--- src/rtl/sdram_pkg.sv ---
// Shared types and defaults for the SDRAM request front-end.
package sdram_pkg;

  localparam int unsigned SDRAM_ADDR_W = 25;
  localparam int unsigned SDRAM_DATA_W = 16;

  typedef enum logic [1:0] {
    StIdle,
    StIssue,
    StWaitRd
  } state_e;

  typedef struct packed {
    logic                    we;
    logic [SDRAM_ADDR_W-1:0] addr;
    logic [SDRAM_DATA_W-1:0] wdata;
  } req_t;

endpackage

--- src/rtl/sdram_req_fifo.sv ---
// In-order request FIFO; DEPTH must be a power of two so pointers wrap naturally.
module sdram_req_fifo
  import sdram_pkg::*;
#(
  parameter int unsigned DEPTH   = 4,
  parameter type         entry_t = req_t
) (
  input  logic                       clk,
  input  logic                       rst,
  input  logic                       push,
  input  entry_t                     push_data,
  input  logic                       pop,
  output entry_t                     head,
  output logic [$clog2(DEPTH+1)-1:0] count,
  output logic                       full,
  output logic                       empty
);

  localparam int unsigned PtrW = $clog2(DEPTH);
  localparam int unsigned CntW = $clog2(DEPTH + 1);

  entry_t          mem_q [DEPTH];
  logic [PtrW-1:0] wr_ptr_q, rd_ptr_q;
  logic [CntW-1:0] count_q;
  logic            do_push, do_pop;

  assign do_push = push && !full;
  assign do_pop  = pop && !empty;

  // Storage needs no reset; only entries below count are ever read out.
  always_ff @(posedge clk) begin
    if (do_push) mem_q[wr_ptr_q] <= push_data;
  end

  // Pointer and occupancy bookkeeping.
  always_ff @(posedge clk or posedge rst) begin
    if (rst) begin
      wr_ptr_q <= '0;
      rd_ptr_q <= '0;
      count_q  <= '0;
    end else begin
      if (do_push) wr_ptr_q <= wr_ptr_q + PtrW'(1);
      if (do_pop)  rd_ptr_q <= rd_ptr_q + PtrW'(1);
      unique case ({do_push, do_pop})
        2'b10:   count_q <= count_q + CntW'(1);
        2'b01:   count_q <= count_q - CntW'(1);
        default: count_q <= count_q;
      endcase
    end
  end

  assign head  = mem_q[rd_ptr_q];
  assign count = count_q;
  assign full  = (count_q == CntW'(DEPTH));
  assign empty = (count_q == '0);

endmodule

--- src/rtl/sdram_req_queue.sv ---
// Request queue in front of the SDRAM controller: buffers requests, issues them
// one at a time over req/ack, and returns read data with a watchdog fallback.
module sdram_req_queue
  import sdram_pkg::*;
#(
  parameter int unsigned ADDR_W     = SDRAM_ADDR_W,
  parameter int unsigned DATA_W     = SDRAM_DATA_W,
  parameter int unsigned DEPTH      = 4,
  parameter int unsigned RD_TIMEOUT = 64
) (
  input  logic                       clk,
  input  logic                       rst,
  input  logic                       req_valid,
  output logic                       req_ready,
  input  logic                       req_we,
  input  logic [ADDR_W-1:0]          req_addr,
  input  logic [DATA_W-1:0]          req_wdata,
  output logic                       resp_valid,
  output logic [DATA_W-1:0]          resp_rdata,
  output logic [$clog2(DEPTH+1)-1:0] level,
  output logic                       err,
  output logic                       mem_req,
  output logic                       mem_we,
  output logic [ADDR_W-1:0]          mem_addr,
  output logic [DATA_W-1:0]          mem_wdata,
  input  logic                       mem_ack,
  input  logic                       mem_rvalid,
  input  logic [DATA_W-1:0]          mem_rdata
);

  typedef struct packed {
    logic              we;
    logic [ADDR_W-1:0] addr;
    logic [DATA_W-1:0] wdata;
  } entry_t;

  localparam int unsigned WdW = (RD_TIMEOUT > 2) ? $clog2(RD_TIMEOUT) : 1;
  // Fire when the incremented watchdog would reach RD_TIMEOUT-1.
  localparam logic [WdW-1:0] WdLast = WdW'(RD_TIMEOUT - 2);

  state_e            state_q, state_d;
  entry_t            push_data, head;
  logic              push, pop, full, empty;
  logic [WdW-1:0]    wd_q;
  logic              mem_we_q;
  logic [ADDR_W-1:0] mem_addr_q;
  logic [DATA_W-1:0] mem_wdata_q;
  logic              resp_valid_q;
  logic [DATA_W-1:0] resp_rdata_q;
  logic              err_q;
  logic              timeout;

  assign req_ready = !full;
  assign push      = req_valid && req_ready;
  assign push_data = '{we: req_we, addr: req_addr, wdata: req_wdata};
  assign timeout   = (wd_q == WdLast);

  sdram_req_fifo #(
    .DEPTH   (DEPTH),
    .entry_t (entry_t)
  ) u_fifo (
    .clk       (clk),
    .rst       (rst),
    .push      (push),
    .push_data (push_data),
    .pop       (pop),
    .head      (head),
    .count     (level),
    .full      (full),
    .empty     (empty)
  );

  // FSM state register.
  always_ff @(posedge clk or posedge rst) begin
    if (rst) state_q <= StIdle;
    else     state_q <= state_d;
  end

  // FSM next-state logic.
  always_comb begin
    state_d = state_q;
    unique case (state_q)
      StIdle:   if (!empty) state_d = StIssue;
      StIssue:  if (mem_ack) state_d = mem_we_q ? StIdle : StWaitRd;
      StWaitRd: if (mem_rvalid || timeout) state_d = StIdle;
      default:  state_d = StIdle;
    endcase
  end

  // FSM outputs; mem_req decodes the state flop so reset drops it at once.
  always_comb begin
    mem_req = (state_q == StIssue);
    pop     = (state_q == StIssue) && mem_ack;
  end

  // Latch the FIFO head into the controller-facing fields while idle.
  always_ff @(posedge clk or posedge rst) begin
    if (rst) begin
      mem_we_q    <= 1'b0;
      mem_addr_q  <= '0;
      mem_wdata_q <= '0;
    end else if (state_q == StIdle && !empty) begin
      mem_we_q    <= head.we;
      mem_addr_q  <= head.addr;
      mem_wdata_q <= head.wdata;
    end
  end

  // Read watchdog: cleared while issuing, counts while waiting for data.
  always_ff @(posedge clk or posedge rst) begin
    if (rst)                       wd_q <= '0;
    else if (state_q == StIssue)   wd_q <= '0;
    else if (state_q == StWaitRd)  wd_q <= wd_q + WdW'(1);
  end

  // Response strobe and data; real data beats a coincident timeout.
  always_ff @(posedge clk or posedge rst) begin
    if (rst) begin
      resp_valid_q <= 1'b0;
      resp_rdata_q <= '0;
      err_q        <= 1'b0;
    end else begin
      resp_valid_q <= 1'b0;
      if (state_q == StWaitRd) begin
        if (mem_rvalid) begin
          resp_valid_q <= 1'b1;
          resp_rdata_q <= mem_rdata;
        end else if (timeout) begin
          resp_valid_q <= 1'b1;
          resp_rdata_q <= '0;
          err_q        <= 1'b1;
        end
      end
    end
  end

  assign mem_we     = mem_we_q;
  assign mem_addr   = mem_addr_q;
  assign mem_wdata  = mem_wdata_q;
  assign resp_valid = resp_valid_q;
  assign resp_rdata = resp_rdata_q;
  assign err        = err_q;

endmodule
--- config.mk ---
export PLATFORM = sky130hd
export DESIGN_NAME = sdram_req_queue
export DESIGN_NICKNAME = d
export VERILOG_FILES = /design/src/rtl/sdram_pkg.sv /design/src/rtl/sdram_req_fifo.sv /design/src/rtl/sdram_req_queue.sv
export SDC_FILE = /design/constraint.sdc
export NUM_CORES = 1
export LEC_CHECK = 0
export CORE_UTILIZATION = 47
export DETAILED_ROUTE_END_ITERATION = 8
export PLACE_DENSITY = 0.76
export SYNTH_ARGS = -nofsm -noshare
export SYNTH_HDL_FRONTEND = slang
export SYNTH_SLANG_ARGS = --single-unit
--- constraint.sdc ---
create_clock -name clk -period 7.06 [get_ports clk]
set_input_delay 1.059 -clock clk [delete_from_list [all_inputs] [get_ports clk]]
set_output_delay 1.059 -clock clk [all_outputs]
set_load 0.05 [all_outputs]
==> summary.txt <==
Worst setup path
  • Crit path launch: state_q[1]$_DFFE_PP0P_
  • Setup crit end kind: output pin
  • WP data arrival: 2.26 ns
  • Crit path required time: 6.00 ns
  • Worst reg-to-reg setup slack: 4.58 ns
  • Setup crit end: mem_req
  • R2r endpoint: u_fifo.count[2]$_DFFE_PP0P_
  • Critical path peak fanout: 9
  • Worst setup SP type: flip-flop
  • Reg2Reg Depth: 10
  • Setup CP Type: flip-flop to output pin
  • R2R Path Start: state_q[1]$_DFFE_PP0P_

STA
  • Final Hold Fails: 0
  • Slew at the pin closest to its max-slew limit: 1.203 ns
  • Setup-failing EPs final: 0
  • Final setup TNS: 0 ns
  • Pins Over Slew Limit: 0
  • Fin crit period: 3.321 ns
  • Tcrit/Tclk final: 47.04%
  • Clock skew: 0.008258 ns
  • Relative slew slack: 19.80%
  • Worst setup margin: 3.739 ns
  • Hold slack final: 0.4661 ns
  • FMAX: 0.3011 GHz
  • RSZ-0062 raised after global routing: no

Worst hold path
  • Worst hold path class: flip-flop to flip-flop

Clocking
  • Clk slew on worst S/H paths: 0.06 ns
  • Clock Latency Late Sink: 0.51 ns
  • Root buffer cell: clkbuf_16
  • CTS buffer count: 24
  • Post-CTS Setup Bufs: 0
  • TritonCTS clock tree: yes
  • PostCTS Resize Cnt: 0
  • Hold-fix buffers at CTS: 0
  • H-tree depth: 1
  • CTS sink count: 243
  • Clk buf depth: 3

Final layout
  • Most frequent cells in the layout: 168 x edfxtp_1, 127 x clkdlybuf4s50_1, 73 x dfrtp_1
  • Final Util: 60.97%
  • Post-layout net count: 649
  • Fraction of final layout cells sized beyond drive strength 1: 22.64%
  • Post-Layout Cell Count: 853
  • Area Growth Syn to Fin: 25.90%
  • Commonest non-fill, non-tap cell in the layout: edfxtp_1

Pwr
  • Pint: 3.772 mW
  • Clock power share: 24.3%
  • Worst vdd ir: 0.0002975 V
  • Static leakage: 4.139 nW
  • Sw power: 1.975 mW
  • Power share of the sequential group: 39.0%
  • PD cells: 499.0 nW/µm²
  • Combinational Power Share: 36.7%
  • Sw Share: 34.37%

Global route
  • Vias in the first global route: 4752
  • First-pass GRT wire length: 25940 µm
  • Congestion Overflow GR: 0
  • Initial antenna violation count: 1
  • Largest net degree at the start of global routing: 76
  • Gr usage total: 16.92%

Die
  • Core ar.: 18890 µm²
  • Die area: 20030 µm²
  • IO Pins: 128
  • DIE WIDTH: 141.5 µm
  • Initial Util: 48.42%
  • Site Rows: 50
  • Die Y: 141.5 µm

Detailed routing
  • Pre-antenna DRT Iters: 4
  • Avg WL per Cell: 19.33 µm
  • DRT iter0 DRCs: 300
  • Routed WL: 16490 µm
  • Met3 WL post-DR: 1048 µm
  • Vias/cell: 5.220
  • Via count: 4453
  • Met2 WL post-DR: 8050 µm
  • Antenna-violating nets left: 0
  • Top Metal Used: met4
  • DR DRC count: 0
  • M1 WL: 7064 µm

Logic synthesis
  • Synth Area in Compound Gates: 2.380%
  • Largest family of logic cells by synthesized area: multiplexers
  • Cell Area, Synth: 9149 µm²
  • Syn Nets: 515
  • Leading area contributor after synthesis: edfxtp_1
  • Yosys reg bits: 243
  • Top cell type's share of synthesized area: 55.14%
  • Avg Synthesized Cell Area: 20.79 µm²
  • Ys flop type: edfxtp_1
  • Seq/Total Area, Yosys: 75.66%
  • Mux contribution to synthesized area: 16.03%
  • Simple logic cell fraction of the synthesized area: 1.477%
  • Synth top area cells: edfxtp_1 55%, dfrtp_1 21%, mux4_2 10%
  • Synth cell types: 34
  • Adder-cell share of the synthesized area: 1.723%
  • Area share of xor/xnor cells in the synthesized design: 0.7659%
  • Number of flops mapped to enable cells by yosys: 168
  • Yosys warnings: 0
  • Post-Syn Instances: 440
  • Post-synth ARST share: 30.86%

Placed design
  • Inst Count DP: 808
  • Port Buffers: 127
  • Routability cong.: 0.7864
  • Hpwl dp: 9871 µm
  • Placement Setup Slack: 3.952 ns

Outcome
  • Status: finished, final reports clean

Run
  • # Max-Cap Violations: 0
## worst max-delay path, cell delays in order (launching register included)
cell             delay, ns
dfrtp_1               0.40
inv_1                 0.12
ha_1                  0.37
clkdlybuf4s50_1       0.87
## routing by layer
| layer | vias to the layer above | GRT usage, % |
|---|---|---|
| met5 | - | 0 |
| met4 | 0 | 4.018 |
| met3 | 27 | 4.219 |
| met2 | 143 | 28.26 |
| li1 | 1997 | - |
| met1 | 2286 | 22.49 |
## power by group through the flow
stage / Combinational, mW / Sequential (mW) / Clock, mW
after floorplan: 1.04 / 2.72 / 0
after CTS: 2.14 / 2.25 / 1.42
final: 2.11 / 2.24 / 1.40
after detailed placement: 2.13 / 2.28 / 0
after global placement: 2.09 / 2.26 / 0
after global routing: 2.23 / 2.30 / 1.47
## stage by stage
step	total power [mW]	area, µm²
floorplan	3.764	9149
finish	5.748	11520
global placement	4.344	10640
global route	6.003	11520
detailed placement	4.407	10640
CTS	5.808	11520
## synthesized netlist by cell type (4+ instances only)
library cell / instances
nand3_1: 4
xnor2_1: 4
xor2_1: 4
clkbuf_1: 7
a22o_1: 16
and3_1: 4
ha_1: 11
nand2_1: 7
mux4_2: 41
buf_4: 4
buf_6: 5
dfrtp_1: 75
edfxtp_1: 168
mux2_2: 45
inv_1: 13
nor2_1: 6
## registers in the layout (all words and copies together) (netlist names), 2 cells and up
| name | count |
|---|---|
| mem_wdata | 16 |
| u_fifo.mem_q | 168 |
| u_fifo.wr_ptr_q | 2 |
| u_fifo.rd_ptr_q | 2 |
| u_fifo.count | 3 |
| wd_q | 6 |
| mem_addr | 25 |
| resp_rdata | 16 |
| state_q | 2 |
## cell type report
cell class	instances	area (µm²)
Antenna cell	1	2.502
Clock buffer	30	664.4
Clock inverter	14	216.5
Fill cell	1350	7375
Inverter	13	50.05
Multi-Input combinational cell	164	2054
Sequential cell	243	6927
Tap cell	260	325.3
Timing Repair Buffer	128	1279
## logic make-up after synthesis
family	Yosys count
AOI/OAI and AO/OA	28
xor gates and xnor gates	8
adders and majority gates	12
buffers and inverters	33
DFF	243
muxes	88
and+or+nand+nor	28
## how the worst min path moves through the flow
stage	startpoint	endpoint	slack, ns	cells past startpoint
floorplan	state_q[1]$_DFFE_PP0P_	state_q[1]$_DFFE_PP0P_	0.49	1
CTS	err$_DFFE_PP0P_	err$_DFFE_PP0P_	0.47	1
global placement	err$_DFFE_PP0P_	err$_DFFE_PP0P_	0.44	1
finish	err$_DFFE_PP0P_	err$_DFFE_PP0P_	0.47	1
global route	err$_DFFE_PP0P_	err$_DFFE_PP0P_	0.48	1
detailed placement	err$_DFFE_PP0P_	err$_DFFE_PP0P_	0.45	1
Power figures use the tool's default switching activity.
